==> src/rtl/match_req_issuer.sv <==
// match_req_issuer: fans one match job out as per-candidate requests over
// NUM_PE match PEs and reduces the tagged responses to the best candidate.
`ifndef ADDR_WIDTH
`define ADDR_WIDTH 16
`endif
`ifndef MATCH_LEN_WIDTH
`define MATCH_LEN_WIDTH 6
`endif

module match_req_issuer #(
   parameter  int TAG_BITS = 8,
   parameter  int NUM_PE   = 4,
   parameter  int MAX_CAND = 8,
   localparam int CI = (MAX_CAND > 1) ? $clog2(MAX_CAND) : 1,
   localparam int AW = `ADDR_WIDTH,
   localparam int ML = `MATCH_LEN_WIDTH
) (
   input  logic                     clk,
   input  logic                     rst,
   input  logic                     job_valid,
   output logic                     job_ready,
   input  logic [AW-1:0]            job_head_addr,
   input  logic [CI:0]              job_cand_count,
   input  logic [MAX_CAND*AW-1:0]   job_cand_addr,
   output logic [NUM_PE-1:0]        match_req_valid,
   input  logic [NUM_PE-1:0]        match_req_ready,
   output logic [NUM_PE*TAG_BITS-1:0] match_req_tag,
   output logic [NUM_PE*AW-1:0]     match_req_head_addr,
   output logic [NUM_PE*AW-1:0]     match_req_history_addr,
   input  logic [NUM_PE-1:0]        match_resp_valid,
   output logic [NUM_PE-1:0]        match_resp_ready,
   input  logic [NUM_PE*TAG_BITS-1:0] match_resp_tag,
   input  logic [NUM_PE*ML-1:0]     match_resp_match_len,
   output logic                     result_valid,
   input  logic                     result_ready,
   output logic [ML-1:0]            result_match_len,
   output logic [CI-1:0]            result_cand_idx,
   output logic [AW-1:0]            result_history_addr
);

   localparam int PI = (NUM_PE > 1) ? $clog2(NUM_PE) : 1;

   typedef enum logic [1:0] {
      S_IDLE,
      S_ISSUE,
      S_DRAIN,
      S_RESULT
   } state_t;

   state_t          r_state;
   state_t          w_state_nxt;
   logic [PI-1:0]   r_rr_ptr;
   logic [AW-1:0]   r_head;
   logic [CI:0]     r_count;
   logic [AW-1:0]   r_cand [MAX_CAND];
   logic [CI:0]     r_issue_idx;
   logic [CI:0]     r_resp_cnt;
   logic [ML-1:0]   r_best_len;
   logic [CI-1:0]   r_best_idx;
   logic            r_best_seen;

   logic [CI-1:0]   w_iidx;
   logic [CI:0]     w_issue_inc;
   logic [CI:0]     w_resp_inc;
   logic [PI-1:0]   w_rr_nxt;
   logic            w_req_fire;
   logic            w_collect;
   logic            w_resp_fire;
   logic            w_resp_done;
   logic [TAG_BITS-1:0] w_rtag;
   logic [TAG_BITS-1:0] w_req_tag;
   logic [TAG_BITS:0]   w_cnt_ext;
   logic [ML-1:0]   w_rlen;
   logic [CI-1:0]   w_rtag_idx;
   logic            w_tag_ok;
   logic            w_better;

   assign w_iidx      = r_issue_idx[CI-1:0];
   assign w_issue_inc = r_issue_idx + 1'b1;
   assign w_resp_inc  = r_resp_cnt + 1'b1;
   assign w_rr_nxt    = (r_rr_ptr == PI'(NUM_PE - 1)) ? '0 : r_rr_ptr + 1'b1;
   assign w_req_fire  = (r_state == S_ISSUE) && match_req_ready[r_rr_ptr];
   assign w_collect   = (r_state == S_ISSUE) || (r_state == S_DRAIN);
   assign w_resp_done = w_resp_fire && (w_resp_inc == r_count);
   assign job_ready   = (r_state == S_IDLE);

   // one request lane at rr_ptr; all other lanes stay at zero
   always_comb begin
      match_req_valid        = '0;
      match_req_tag          = '0;
      match_req_head_addr    = '0;
      match_req_history_addr = '0;
      w_req_tag              = '0;
      w_req_tag[CI-1:0]      = w_iidx;
      if (r_state == S_ISSUE) begin
         for (int p = 0; p < NUM_PE; p++) begin
            if (r_rr_ptr == PI'(p)) begin
               match_req_valid[p]                  = 1'b1;
               match_req_tag[p*TAG_BITS +: TAG_BITS] = w_req_tag;
               match_req_head_addr[p*AW +: AW]     = r_head;
               match_req_history_addr[p*AW +: AW]  = r_cand[w_iidx];
            end
         end
      end
   end

   // fixed priority: lowest-index valid PE wins the single response slot
   always_comb begin
      match_resp_ready = '0;
      w_resp_fire      = 1'b0;
      w_rtag           = '0;
      w_rlen           = '0;
      if (w_collect) begin
         for (int p = NUM_PE - 1; p >= 0; p--) begin
            if (match_resp_valid[p]) begin
               match_resp_ready    = '0;
               match_resp_ready[p] = 1'b1;
               w_resp_fire         = 1'b1;
               w_rtag = match_resp_tag[p*TAG_BITS +: TAG_BITS];
               w_rlen = match_resp_match_len[p*ML +: ML];
            end
         end
      end
   end

   always_comb begin
      w_cnt_ext         = '0;
      w_cnt_ext[CI:0]   = r_count;
      w_rtag_idx        = w_rtag[CI-1:0];
      w_tag_ok          = ({1'b0, w_rtag} < w_cnt_ext);
      w_better          = w_tag_ok &&
                          (!r_best_seen ||
                           (w_rlen > r_best_len) ||
                           ((w_rlen == r_best_len) &&
                            (w_rtag_idx < r_best_idx)));
   end

   always_comb begin
      w_state_nxt = r_state;
      case (r_state)
         S_IDLE: begin
            if (job_valid)
               w_state_nxt = (job_cand_count == '0) ? S_RESULT : S_ISSUE;
         end
         S_ISSUE: begin
            if (w_resp_done)
               w_state_nxt = S_RESULT;
            else if (w_req_fire && (w_issue_inc == r_count))
               w_state_nxt = S_DRAIN;
         end
         S_DRAIN: begin
            if (w_resp_done)
               w_state_nxt = S_RESULT;
         end
         S_RESULT: begin
            if (result_ready)
               w_state_nxt = S_IDLE;
         end
         default: w_state_nxt = S_IDLE;
      endcase
   end

   always_ff @(posedge clk or posedge rst) begin
      if (rst) begin
         r_state     <= S_IDLE;
         r_rr_ptr    <= '0;
         r_head      <= '0;
         r_count     <= '0;
         r_issue_idx <= '0;
         r_resp_cnt  <= '0;
         r_best_len  <= '0;
         r_best_idx  <= '0;
         r_best_seen <= 1'b0;
         for (int k = 0; k < MAX_CAND; k++)
            r_cand[k] <= '0;
      end else begin
         r_state <= w_state_nxt;
         if ((r_state == S_IDLE) && job_valid) begin
            r_head      <= job_head_addr;
            r_count     <= job_cand_count;
            r_issue_idx <= '0;
            r_resp_cnt  <= '0;
            r_best_len  <= '0;
            r_best_idx  <= '0;
            r_best_seen <= 1'b0;
            // an empty job reports address 0, so keep no stale addresses
            for (int k = 0; k < MAX_CAND; k++)
               r_cand[k] <= (job_cand_count == '0) ? '0 :
                            job_cand_addr[k*AW +: AW];
         end
         if (w_req_fire) begin
            r_issue_idx <= w_issue_inc;
            r_rr_ptr    <= w_rr_nxt;
         end
         if (w_resp_fire) begin
            r_resp_cnt <= w_resp_inc;
            if (w_better) begin
               r_best_len  <= w_rlen;
               r_best_idx  <= w_rtag_idx;
               r_best_seen <= 1'b1;
            end
         end
      end
   end

   assign result_valid        = (r_state == S_RESULT);
   assign result_match_len    = result_valid ? r_best_len : '0;
   assign result_cand_idx     = result_valid ? r_best_idx : '0;
   assign result_history_addr = result_valid ? r_cand[r_best_idx] : '0;

endmodule

==> config.mk <==
export PLATFORM = sky130hd
export DESIGN_NAME = match_req_issuer
export DESIGN_NICKNAME = d
export VERILOG_FILES = /design/src/rtl/match_req_issuer.sv
export SDC_FILE = /design/constraint.sdc
export NUM_CORES = 1
export LEC_CHECK = 0
export BUFFER_PORTS_ARGS = -buffer_cell sky130_fd_sc_hd__buf_2
export CAP_MARGIN = 5
export CELL_PAD_IN_SITES_DETAIL_PLACEMENT = 0
export CELL_PAD_IN_SITES_GLOBAL_PLACEMENT = 2
export CORE_UTILIZATION = 28
export DETAILED_ROUTE_END_ITERATION = 12
export GPL_TIMING_DRIVEN = 0
export MAX_ROUTING_LAYER = met4
export PLACE_DENSITY = 0.82
export SLEW_MARGIN = 20
export SYNTH_ARGS = -nofsm -noshare
export SYNTH_HDL_FRONTEND = slang
export SYNTH_SLANG_ARGS = --single-unit
==> constraint.sdc <==
create_clock -name clk -period 8.3 [get_ports clk]
set_input_delay 2.49 -clock clk [delete_from_list [all_inputs] [get_ports clk]]
set_output_delay 2.49 -clock clk [all_outputs]
set_load 0.03 [all_outputs]
# Word level (Yosys, flattened, before mapping)
# Cells that the tools add are included.
[totals]
ff_bits = 170
inputBits = 216
output_inout_bits = 195
word_cells = 136
[classes]
n_addsub = 3
order_cmp = 6
eq_ne = 13
n_mux = 79
n_bitwise = 2
reduce_logical = 16
[ops]
columns = ["op", "n"]
rows = [
  ["2-to-1 mux 16 bit", 21],
  ["2-to-1 mux 64 bit", 2],
  ["binary-select mux 16 bit (select 3 bit)", 2],
  ["2-to-1 mux 6 bit", 9],
  ["2-to-1 mux 8 bit", 5],
  ["2-to-1 mux 4 bit", 9],
  ["2-to-1 mux 27 bit", 1],
  ["2-to-1 mux 3 bit", 8],
  ["2-to-1 mux 2 bit", 7],
  ["2-to-1 mux 1 bit", 13],
  ["adder 4 x 1 -> 4 bit, second input constant", 2],
  ["== test 2 bit, second input constant", 4],
  ["== test 4 bit", 2],
  ["greater-or-equal comparator 4 bit, second input constant", 2],
  ["less-than comparator 8 x 4 -> 1 bit", 1],
  ["NOT 3 -> 4 bit", 2],
  ["case mux 2 bit (4 select lines)", 1],
  ["== test 6 bit", 1],
  ["> comparator 6 bit", 1],
  ["logical AND 1 bit", 6],
  ["== test 2 x 1 -> 1 bit, second input constant", 2],
  ["logical NOT 2 bit", 2],
  ["logical NOT 4 bit", 1],
  ["inequality test 2 bit, second input constant", 2],
  ["other kinds (10)", 13],
]

# Logic depth before layout (Yosys ltp)
# Gate-level depths: netlist of run 1.
[depth]
depth_word = 11
ltp_mapped = 14
ltp_nobuf = 12

# Worst setup path after synthesis of run 1
# No wires, ideal clock.
[synth_path]
kind = "input port to output port"
from = "in match_resp_valid[2]"
to = "out match_resp_ready[3]"
t_arrival_ns = 3.741
required_time_ns = 5.810
path_slack_ns = 2.069
cell_stages = 4
path_buffers = 2
cell_sequence = "buf_6 > nor2b_1 > clkbuf_1 > nor3b_1"
[synth_via]
elab_chain_len = 4
[synth_lines]
columns = ["item", "line_no", "text"]
rows = [
  ["start, declared", "30", "input logic [NUM_PE-1:0] match_resp_valid,"],
  ["2-to-1 mux 4 bit (3 in series)", "115", "if (match_resp_valid[p]) begin"],
  ["2-to-1 mux 4 bit", "113", "if (w_collect) begin"],
  ["end, declared", "31", "output logic [NUM_PE-1:0] match_resp_ready,"],
]
# No other way between the ends.

# Worst setup path in the final report of run 1
[layout_path]
from = "in match_resp_valid[0]"
to = "out match_resp_ready[1]"
[layout_via]
elab_chain_len = 2
[layout_lines]
columns = ["item", "line_no"]
rows = [
  ["2-to-1 mux 4 bit", "115"],
  ["2-to-1 mux 4 bit", "113"],
]
# No other way between the ends.

==> metrics.md, run 1 <==
| Metric | Value |
|---|---|
| VDD IR max | `0.000156 V` |
| Worst Skew | `0.0119 ns` |
| Gr usage total | `0.238` |
| Critical path buffers and inverters | `4` |
| Largest cells by area after synthesis | `dfrtp_1 (39%), mux4_2 (14%), nand2_1 (13%), o21ai_0 (6.6%), and3_1 (4.5%)` |
| Async S/R FF share, synth | `1.00` |
| Final Power | `4940 uW` |
| CP Max Fanout | `10` |
| RSZ-0062 raised after global routing | `false` |
| Core Region | `0.0378 mm2` |
| Clk_lat worst skew | `0.44 ns` |
| Die W | `198 um` |
| Setup Crit Path Kind | `input pin to output port` |
| Max Fclk | `0.160 GHz` |
| Post-synthesis register bit count | `170` |
| CP Cell Sequence | `buf_6, clkbuf_1, clkbuf_1, and3b_1, buf_2` |
| Dpl cell area | `0.0135 mm2` |
| Worst Path Arrival | `3.74 ns` |
| Yosys warns | `0` |
| Non-filler instance count after layout | `2,175` |
| CP top delay family | `buffers and inverters` |
| Worst rel slew slack | `0.368` |
| Post-Synthesis Cells | `1,223` |
| Power density over the cells | `350 mW/mm2` |
| Post-DRT Antenna Nets | `0` |
| Clock Tree Root | `clkbuf_16` |
| Die Ht | `198 um` |
| Final instance area | `0.0141 mm2` |
| Worst hold margin | `0.501 ns` |
| Slew @ Worst Pin | `0.939 ns` |
| Synth Flop Type | `dfrtp_1` |
| Post-CTS Setup Inserts | `0` |
| Synth top area share | `0.395` |
| Vias/cell | `4.87` |
| Via count | `10,600` |
| Routed len/inst | `20.9 um` |
| Wirelength, routed | `45.6 mm` |
| Critical Path Slowest Stage Cell | `clkbuf_1` |
| Core Util, Final | `0.373` |
| Placed Cells | `2,142` |
| Detailed Route Iter0 Violations | `644` |
| Leak | `0.00699 uW` |
| Mapped cell area | `0.0108 mm2` |
| DRT Pass-1 Iters | `5` |
| Critical Path Sink Type | `output port` |
| Critical path's most frequent cell | `clkbuf_1` |
| # fillers | `4,027` |
| Commonest non-fill, non-tap cell in the layout | `buf_2` |
| CTS max path bufs | `2` |
| CTS buffer count | `17` |
| Status | `finished clean` |
| Sequential share of the synthesized area | `0.395` |
| # DRC | `0` |
| Post-synth EDFFs | `0` |
| Area grow syn2layout | `30.9%` |
| CP Data Required Time | `5.81 ns` |
| Row Count | `71` |
| Hold Crit Class | `register to register` |
| Vias in the first global route | `10,500` |
| Final setup viols | `0` |
| # Max-Cap Violations | `0` |
| Hold Vio Cnt, Final | `0` |
| IO buf count | `387` |
| Initial antenna violation count | `2` |
| Starting Density | `0.285` |
| Most frequent cells in the layout | `buf_2 (392), nand2_1 (362), dfrtp_1 (170)` |
| IO Count | `411` |
| Crit share post-route | `0.751` |
| Gr ovfl total | `0` |
| CP peak stage delay | `0.38 ns` |
| Startpoint Class | `input pin` |
| Pin count of the biggest net entering global routing | `70` |
| Global-route wire length before repair | `66.6 mm` |
| Final nets | `1,887` |
| Final Max Slew Viols | `0` |
| Yosys top cell by area | `dfrtp_1` |
| Synth Area per Inst | `8.81 um2` |
| Die area | `0.0393 mm2` |
| Share of layout cells above drive strength 1 | `0.320` |
| CTS resizes | `0` |
| Min Tclk post-route | `6.23 ns` |
| H-tree levels | `4` |
| Post-detail-place hpwl | `36.7 mm` |
| CTS tree | `done` |
| Post-CTS Hold Fix Bufs | `0` |
| Gpl congestion | `0.943` |
| Clk pin slew, worst setup/hold paths | `0.07 ns` |
| Sink Count | `170` |
| Number of library cell types mapped by synthesis | `52` |
## per-stage QoR
step / worst slack [ns] / setup TNS [ns]
2_1_floorplan: 1.21 / 0
3_3_place_gp: -1.15 / -191.88
3_5_place_dp: 2.08 / 0
4_1_cts: 2.07 / 0
5_1_grt: 1.96 / 0
6_report: 2.07 / 0
## cells by family (layout without fill, tap and decap cells)
kind of cell / Yosys count / in the layout / share of synthesized area
buf+inv: 146 / 565 / 0.0602
fa+ha+maj: 21 / 21 / 0.0244
flops: 170 / 170 / 0.395
simple gates: 580 / 580 / 0.235
mux: 93 / 93 / 0.165
xor+xnor: 13 / 13 / 0.0106
other cells: 1 / 23 / 0.000348
compound gates: 199 / 199 / 0.109
## layout make-up
| class | count | area [um2] | share of cell area |
|---|---|---|---|
| Timing Repair Buffer | 389 | 1990 | 0.141 |
| Multi-Input combinational cell | 926 | 5940 | 0.421 |
| Inverter | 23 | 93.8 | 0.00666 |
| Clock buffer | 18 | 439 | 0.0312 |
| Antenna cell | 3 | 7.51 | 0.000533 |
| Buffer | 123 | 563 | 0.0399 |
| Tap cell | 511 | 639 | 0.0454 |
| Clock inverter | 12 | 168 | 0.0119 |
| Sequential cell | 170 | 4250 | 0.302 |
## Yosys cell counts (2+ instances only)
| master | number |
|---|---|
| a21o_1 | 2 |
| and2_1 | 12 |
| a221o_1 | 3 |
| nand3_1 | 10 |
| mux2i_1 | 20 |
| a31oi_1 | 2 |
| nor2_1 | 76 |
| nand2_1 | 362 |
| inv_1 | 22 |
| a22oi_1 | 3 |
| and3_1 | 77 |
| clkbuf_1 | 89 |
| xor2_1 | 4 |
| dfrtp_1 | 170 |
| a211oi_1 | 2 |
| buf_4 | 21 |
| a221oi_1 | 9 |
| or3_1 | 2 |
| buf_2 | 5 |
| ha_1 | 21 |
| buf_6 | 2 |
| mux4_2 | 65 |
| a21boi_0 | 16 |
| nor2b_1 | 18 |
| xnor2_1 | 9 |
| nand4_1 | 2 |
| nor4_1 | 2 |
| o211a_1 | 2 |
| nor3_1 | 10 |
| nor3b_1 | 2 |
| o21ai_0 | 141 |
| mux2_4 | 7 |
| buf_1 | 6 |
| a21oi_1 | 11 |
## worst paths after layout
check / start / to / slack, ns / depth (start not counted)
max in group asynchronous: rst / r_cand[29] / 5.24 / 4
min: r_cand[9] / r_cand[9] / 0.50 / 2
min in group asynchronous: rst / r_best_len[4] / 2.05 / 2
max reg2reg: r_state[0] / r_best_idx[1] / 4.71 / 11
min reg2reg: r_cand[9] / r_cand[9] / 0.50 / 2
max: match_resp_valid[0] / match_resp_ready[1] / 2.07 / 5
## tightest hold or removal path: stages, from the launching register on
cell	delay, ns
dfrtp_1	0.36
nand2_1	0.05
o21ai_0	0.06
## power by group
group	switching [uW]	leakage [uW]	internal (uW)
registers	346	0.00214	1200
clock network	368	0.000287	484
logic	1610	0.00457	933
## registers in the layout, summed over array words and instances (netlist names)
signal and cells:
r_best_seen 1, r_resp_cnt 4, r_cand 128, r_rr_ptr 2, r_count 4, r_issue_idx 4, r_state 2, r_best_idx 3
r_best_len 6, r_head 16
## per-layer routing
metal | vias to the layer above | track usage | routed length (um)
li1 | 4996 | - | -
met1 | 5175 | 0.308 | 20400
met2 | 387 | 0.389 | 22000
met3 | 39 | 0.0351 | 2290
met4 | 0 | 0.0600 | 926
met5 | - | - | 0
Power figures use the tool's default switching activity.
==> run 2: changes to the inputs <==
==> constraint.sdc (replaced) <==
create_clock -name clk -period 6.4 [get_ports clk]
set_input_delay 1.92 -clock clk [delete_from_list [all_inputs] [get_ports clk]]
set_output_delay 1.92 -clock clk [all_outputs]
set_load 0.03 [all_outputs]
==> run 2 against run 1 <==
  * Register-to-register slack got worse by 1.9 ns
  * Cell area rose by 0.66%
  * Final cell count rose by 0.18%
  * Wire length fell by 0.11%
  * Critical path type is now register to output port
  * Flip-flop and latch count did not move
  * First-iteration DRC count fell by 4.3%
  * Worst hold slack improved by 0.0031 ns
  * Worst setup slack got worse by 1.0 ns
  * Sequential share of layout area fell by 0.20 points
  * Via count rose by 1.4%
  * Global-route usage fell by 0.15 points
  * Combinational power rose by 31%
  * Largest power group unchanged
==> metrics.md, run 2 (same netlist as run 1, synthesis figures left out) <==
| Metric | Value |
|---|---|
| Gr usage total | `0.237` |
| Die W | `198 um` |
| CP top delay family | `buffers and inverters` |
| Starting Density | `0.285` |
| Share of layout cells above drive strength 1 | `0.322` |
| Via count | `10,700` |
| Core Region | `0.0378 mm2` |
| Vias in the first global route | `10,700` |
| Critical Path Slowest Stage Cell | `mux2i_1` |
| Critical path's most frequent cell | `clkbuf_1` |
| Pin count of the biggest net entering global routing | `32` |
| Worst rel slew slack | `0.330` |
| Power density over the cells | `453 mW/mm2` |
| Setup TNS | `0 ns` |
| Final setup viols | `0` |
| Hold Path Depth | `2` |
| Hold Vio Cnt, Final | `0` |
| Clk_lat worst skew | `0.44 ns` |
| Crit share post-route | `0.840` |
| Core Util, Final | `0.376` |
| CP Max Fanout | `10` |
| Biggest regs | `r_cand: 128 flops, r_head: 16 flops, r_best_len: 6 flops` |
| IO buf count | `387` |
| R2R Path Start | `r_best_idx[2]` |
| CP peak stage delay | `0.71 ns` |
| Min Tclk post-route | `5.38 ns` |
| DRT Pass-1 Iters | `5` |
| Critical path buffers and inverters | `3` |
| Worst hold margin | `0.504 ns` |
| Most frequent cells in the layout | `buf_2 (392), nand2_1 (362), dfrtp_1 (170)` |
| Initial antenna violation count | `1` |
| CP Data Required Time | `4.48 ns` |
| Critical Path Sink Type | `output port` |
| Setup Crit Path Kind | `register to output port` |
| Sink Count | `170` |
| Status | `finished clean` |
| Leak | `0.00704 uW` |
| Detailed Route Iter0 Violations | `616` |
| # DRC | `0` |
| Slew @ Worst Pin | `0.996 ns` |
| Post-CTS Setup Inserts | `0` |
| Gr ovfl total | `0` |
| Reg2Reg Capture Point | `r_best_len[5]` |
| Global-route wire length before repair | `66.5 mm` |
| Reg-to-reg setup timing slack | `2.81 ns` |
| Post-DRT Antenna Nets | `0` |
| Row Count | `71` |
| Gpl congestion | `0.900` |
| Commonest non-fill, non-tap cell in the layout | `buf_2` |
| Worst Skew | `0.0147 ns` |
| Startpoint Class | `register` |
| Post-CTS Hold Fix Bufs | `0` |
| VDD IR max | `0.000221 V` |
| RSZ-0062 raised after global routing | `false` |
| Wirelength, routed | `45.5 mm` |
| Final nets | `1,891` |
| Die Ht | `198 um` |
| CTS buffer count | `17` |
| Worst Path Arrival | `3.46 ns` |
| Hold path start | `r_cand[12]` |
| DP Worst Slack | `1.20 ns` |
| Max Fclk | `0.186 GHz` |
| Clk pin slew, worst setup/hold paths | `0.08 ns` |
| CP Launch Point | `r_issue_idx[1]` |
| Clock Tree Root | `clkbuf_16` |
| Final worst setup slack | `1.02 ns` |
| Post-detail-place hpwl | `36.8 mm` |
| H-tree levels | `4` |
| Most flops, register | `r_cand` |
| WHS Endpoint | `r_cand[12]` |
| Final Max Slew Viols | `0` |
| CTS tree | `done` |
| IO Count | `411` |
| Max reg flops | `128` |
| Routed len/inst | `20.9 um` |
| CP Cell Sequence | `clkbuf_1, clkbuf_1, mux4_2, mux2i_1, nor2_1, buf_2` |
| Area grow syn2layout | `31.7%` |
| Die area | `0.0393 mm2` |
| Vias/cell | `4.93` |
| # Max-Cap Violations | `0` |
| CTS resizes | `0` |
| Hold Crit Class | `register to register` |
| Reg2reg path depth | `8` |
| CTS max path bufs | `2` |
| Final Power | `6430 uW` |
-- run 2: changes by cell type in the layout (fill, tap and decap cells not counted) --
cell	before	now
inv_12	0	5
diode_2	3	1
inv_6	1	3
clkinv_8	0	4
clkbuf_8	1	0
clkinv_4	4	0
bufinv_16	3	0
buf_12	0	4
clkinvlp_4	3	2
-- run 2: per-stage QoR --
stage	cells	instance area (um2)
floorplan	1242	10800
global placement	2140	13400
detailed placement	2146	13600
CTS	2178	14200
global route	2179	14200
finish	2179	14200
-- run 2: power by group --
part	internal, uW	switching, uW
logic	1220	2100
clock network	545	562
registers	1550	450
-- run 2: worst max-delay path by stage --
stage	slack (ns)	cells past startpoint	endpoint
final	1.02	6	match_req_history_addr[36]
after global routing	0.93	6	match_req_history_addr[23]
after CTS	1.04	6	match_req_history_addr[54]
after detailed placement	1.20	14	r_best_len[2]
after global placement	1.0	2	r_head[4]
after floorplan	1.31	4	match_resp_ready[3]
-- run 2: worst min-delay path, delay by kind of cell, from the launching register on --
| kind | cells | cell delay [ns] |
|---|---|---|
| AND/OR/NAND/NOR | 1 | 0.05 |
| flip-flops | 1 | 0.36 |
| AO/OA/AOI/OAI | 1 | 0.06 |
-- run 2: final cells by class --
class / instances / area, um2
flip-flops and latches: 170 / 4250
clock buffers: 17 / 425
inverters: 23 / 90.1
fillers: 4029 / 23600
well taps: 511 / 639
clock inverters: 15 / 203
plain buffers: 123 / 563
repair buffers: 393 / 2070
multi-input cells: 926 / 5940
diodes: 1 / 2.50
-- run 2: per-layer routing --
| layer | routed length [um] | vias up | share of wire | track usage |
|---|---|---|---|---|
| li1 | - | 5018 | - | - |
| met1 | 20100 | 5259 | 0.44 | 0.310 |
| met2 | 22100 | 422 | 0.49 | 0.385 |
| met3 | 2360 | 45 | 0.052 | 0.0261 |
| met4 | 958 | 0 | 0.021 | 0.0680 |
| met5 | 0 | - | 0 | - |
==> run 3: changes to the inputs <==
--- a/config.mk
+++ b/config.mk
@@ -9,11 +9,11 @@
 export CAP_MARGIN = 5
 export CELL_PAD_IN_SITES_DETAIL_PLACEMENT = 0
 export CELL_PAD_IN_SITES_GLOBAL_PLACEMENT = 2
-export CORE_UTILIZATION = 28
+export CORE_UTILIZATION = 26
 export DETAILED_ROUTE_END_ITERATION = 12
 export GPL_TIMING_DRIVEN = 0
 export MAX_ROUTING_LAYER = met4
-export PLACE_DENSITY = 0.82
+export PLACE_DENSITY = 0.8
 export SLEW_MARGIN = 20
 export SYNTH_ARGS = -nofsm -noshare
 export SYNTH_HDL_FRONTEND = slang
==> constraint.sdc (replaced) <==
create_clock -name clk -period 4.9 [get_ports clk]
set_input_delay 1.47 -clock clk [delete_from_list [all_inputs] [get_ports clk]]
set_output_delay 1.47 -clock clk [all_outputs]
set_load 0.03 [all_outputs]
==> run 3 against run 2 <==
  * Cell area is 0.52% lower
  * Final cell count is 0.87% higher
  * Clock skew increased by 0.0014 ns
  * Non-clock buffer count did not move
  * Largest cell class unchanged
==> metrics.md, run 3 (same netlist as run 1, synthesis figures left out) <==
| Metric | Value |
|---|---|
| Critical path's most frequent cell | `buf_2` |
| Die area | `0.0422 mm2` |
| Reg2Reg Capture Point | `r_best_len[4]` |
| Reg2reg path depth | `10` |
| CP Cell Sequence | `buf_2, buf_2, mux4_2, mux2i_1, nor2_1, buf_2` |
| Core Util, Final | `0.346` |
| R2R Path Start | `r_state[0]` |
| Startpoint Class | `register` |
| Worst Skew | `0.0161 ns` |
| Clk pin slew, worst setup/hold paths | `0.07 ns` |
| Worst Path Arrival | `3.27 ns` |
| Reg-to-reg setup timing slack | `1.29 ns` |
| CTS buffer count | `17` |
| Sw frac | `0.479` |
| Commonest non-fill, non-tap cell in the layout | `buf_2` |
| Max reg flops | `128` |
| Max Fclk | `0.211 GHz` |
| Die W | `206 um` |
| IO Count | `411` |
| Wirelength, routed | `46.4 mm` |
| Clock Tree Root | `clkbuf_16` |
| Dpl cell area | `0.0136 mm2` |
| Critical path buffers and inverters | `3` |
| CTS tree | `done` |
| Crit share post-route | `0.967` |
| Final setup viols | `0` |
| Pin count of the biggest net entering global routing | `34` |
| H-tree levels | `4` |
| CP Data Required Time | `3.43 ns` |
| Combinational group share of total power | `0.529` |
| Clock Power Share | `0.153` |
| Min Tclk post-route | `4.74 ns` |
| Final Max Slew Viols | `0` |
| Clk_lat worst skew | `0.45 ns` |
| Sink Count | `170` |
| # DRC | `0` |
| Post-detail-place hpwl | `37.4 mm` |
| Via count | `10,700` |
| Initial antenna violation count | `2` |
| Gr ovfl total | `0` |
| Post-CTS Setup Inserts | `0` |
| Hold Vio Cnt, Final | `0` |
| Global-route wire length before repair | `67.1 mm` |
| Sequential group share of total power | `0.318` |
| Share of layout cells above drive strength 1 | `0.323` |
| Leak | `0.00700 uW` |
| Vias in the first global route | `10,700` |
| Hold Crit Class | `register to register` |
| Internal | `4290 uW` |
| Post-DRT Antenna Nets | `0` |
| WHS Endpoint | `r_cand[39]` |
| Worst rel slew slack | `0.309` |
| Most frequent cells in the layout | `buf_2 (392), nand2_1 (362), dfrtp_1 (170)` |
| Starting Density | `0.264` |
| VDD IR max | `0.000239 V` |
| Hold path start | `r_cand[39]` |
| RSZ-0062 raised after global routing | `false` |
| Most flops, register | `r_cand` |
| Die Ht | `206 um` |
| # Max-Cap Violations | `0` |
| CP top delay family | `multiplexers` |
| Final nets | `1,891` |
| Status | `finished clean` |
| CP peak stage delay | `0.67 ns` |
| Gr usage total | `0.224` |
| Core Region | `0.0408 mm2` |
| Routed len/inst | `21.1 um` |
| Gpl congestion | `0.922` |
| Hold Path Depth | `2` |
| Vias/cell | `4.87` |
| Setup Crit Path Kind | `register to output port` |
| Slew @ Worst Pin | `1.04 ns` |
| NetSw | `3940 uW` |
| DRT Pass-1 Iters | `7` |
| Detailed Route Iter0 Violations | `724` |
| CTS max path bufs | `2` |
| # fillers | `4,370` |
| CP Max Fanout | `10` |
| Post-CTS Hold Fix Bufs | `0` |
| Power density over the cells | `582 mW/mm2` |
| IO buf count | `387` |
| Critical Path Sink Type | `output port` |
| Final instance area | `0.0141 mm2` |
| Row Count | `74` |
| Critical Path Slowest Stage Cell | `mux2i_1` |
| Area grow syn2layout | `31.1%` |
| Biggest regs | `r_cand: 128 flops, r_head: 16 flops, r_best_len: 6 flops` |
==> run 3: layout make-up <==
cell class | instances | area [um2] | share of cell area
clock inverters | 9 | 68.8 | 0.00488
well taps | 532 | 666 | 0.0472
diodes | 2 | 5.00 | 0.000355
repair buffers | 393 | 2060 | 0.146
plain buffers | 123 | 566 | 0.0401
inverters | 23 | 90.1 | 0.00638
clock buffers | 20 | 447 | 0.0316
flip-flops and latches | 170 | 4250 | 0.301
multi-input cells | 926 | 5950 | 0.422
==> run 3: worst max path at each step <==
stage                                    from                         to  cells after the start
after floorplan           match_resp_valid[2]              r_best_idx[1]                     14
after global placement                    rst                  r_head[7]                      2
after detailed placement  match_resp_valid[3]              r_best_len[2]                     14
after CTS                      r_issue_idx[1]  match_req_history_addr[6]                      6
after global routing           r_issue_idx[0]  match_req_history_addr[6]                      6
final                          r_issue_idx[0]  match_req_history_addr[6]                      6
==> run 3: worst min-delay path, delay by kind of cell (launching register included) <==
family / cells / cell delay (ns)
compound gates: 1 / 0.06
flops: 1 / 0.36
simple gates: 1 / 0.05
==> run 3: through the flow <==
step / setup TNS [ns] / setup WS, ns / hold WS, ns / total power (uW) / std cells
2_1_floorplan: 0 / 0.698 / 0.461 / 5350 / 1242
6_report: 0 / 0.162 / 0.499 / 8220 / 2198
3_3_place_gp: -7.67 / -0.0739 / 0.473 / 6900 / 2161
4_1_cts: 0 / 0.0332 / 0.503 / 8270 / 2196
3_5_place_dp: 0 / 0.0678 / 0.487 / 6990 / 2167
5_1_grt: 0 / 0.00590 / 0.524 / 8820 / 2198
==> run 3: power by group through the flow <==
| stage | Sequential (uW) | Clock [uW] | Combinational [uW] |
|---|---|---|---|
| 6_report | 2620 | 1260 | 4350 |
| 2_1_floorplan | 2370 | 0 | 2980 |
| 3_5_place_dp | 2620 | 0 | 4370 |
| 4_1_cts | 2600 | 1290 | 4380 |
| 5_1_grt | 2700 | 1330 | 4790 |
| 3_3_place_gp | 2580 | 0 | 4310 |
==> run 3: metal layers <==
| layer | part of all wire | vias to the layer above | routed length [um] | track usage |
|---|---|---|---|---|
| met5 | 0 | - | 0 | - |
| met4 | 0.023 | 0 | 1070 | 0.0638 |
| met3 | 0.054 | 51 | 2510 | 0.0345 |
| met2 | 0.48 | 381 | 22200 | 0.363 |
| met1 | 0.44 | 5265 | 20600 | 0.289 |
| li1 | - | 5013 | - | - |
==> run 3: repair_timing <==
item | CTS | global route
gates cloned | 0 | 0
resized for setup | 2 | 5
setup endpoints to repair | 5 | 19
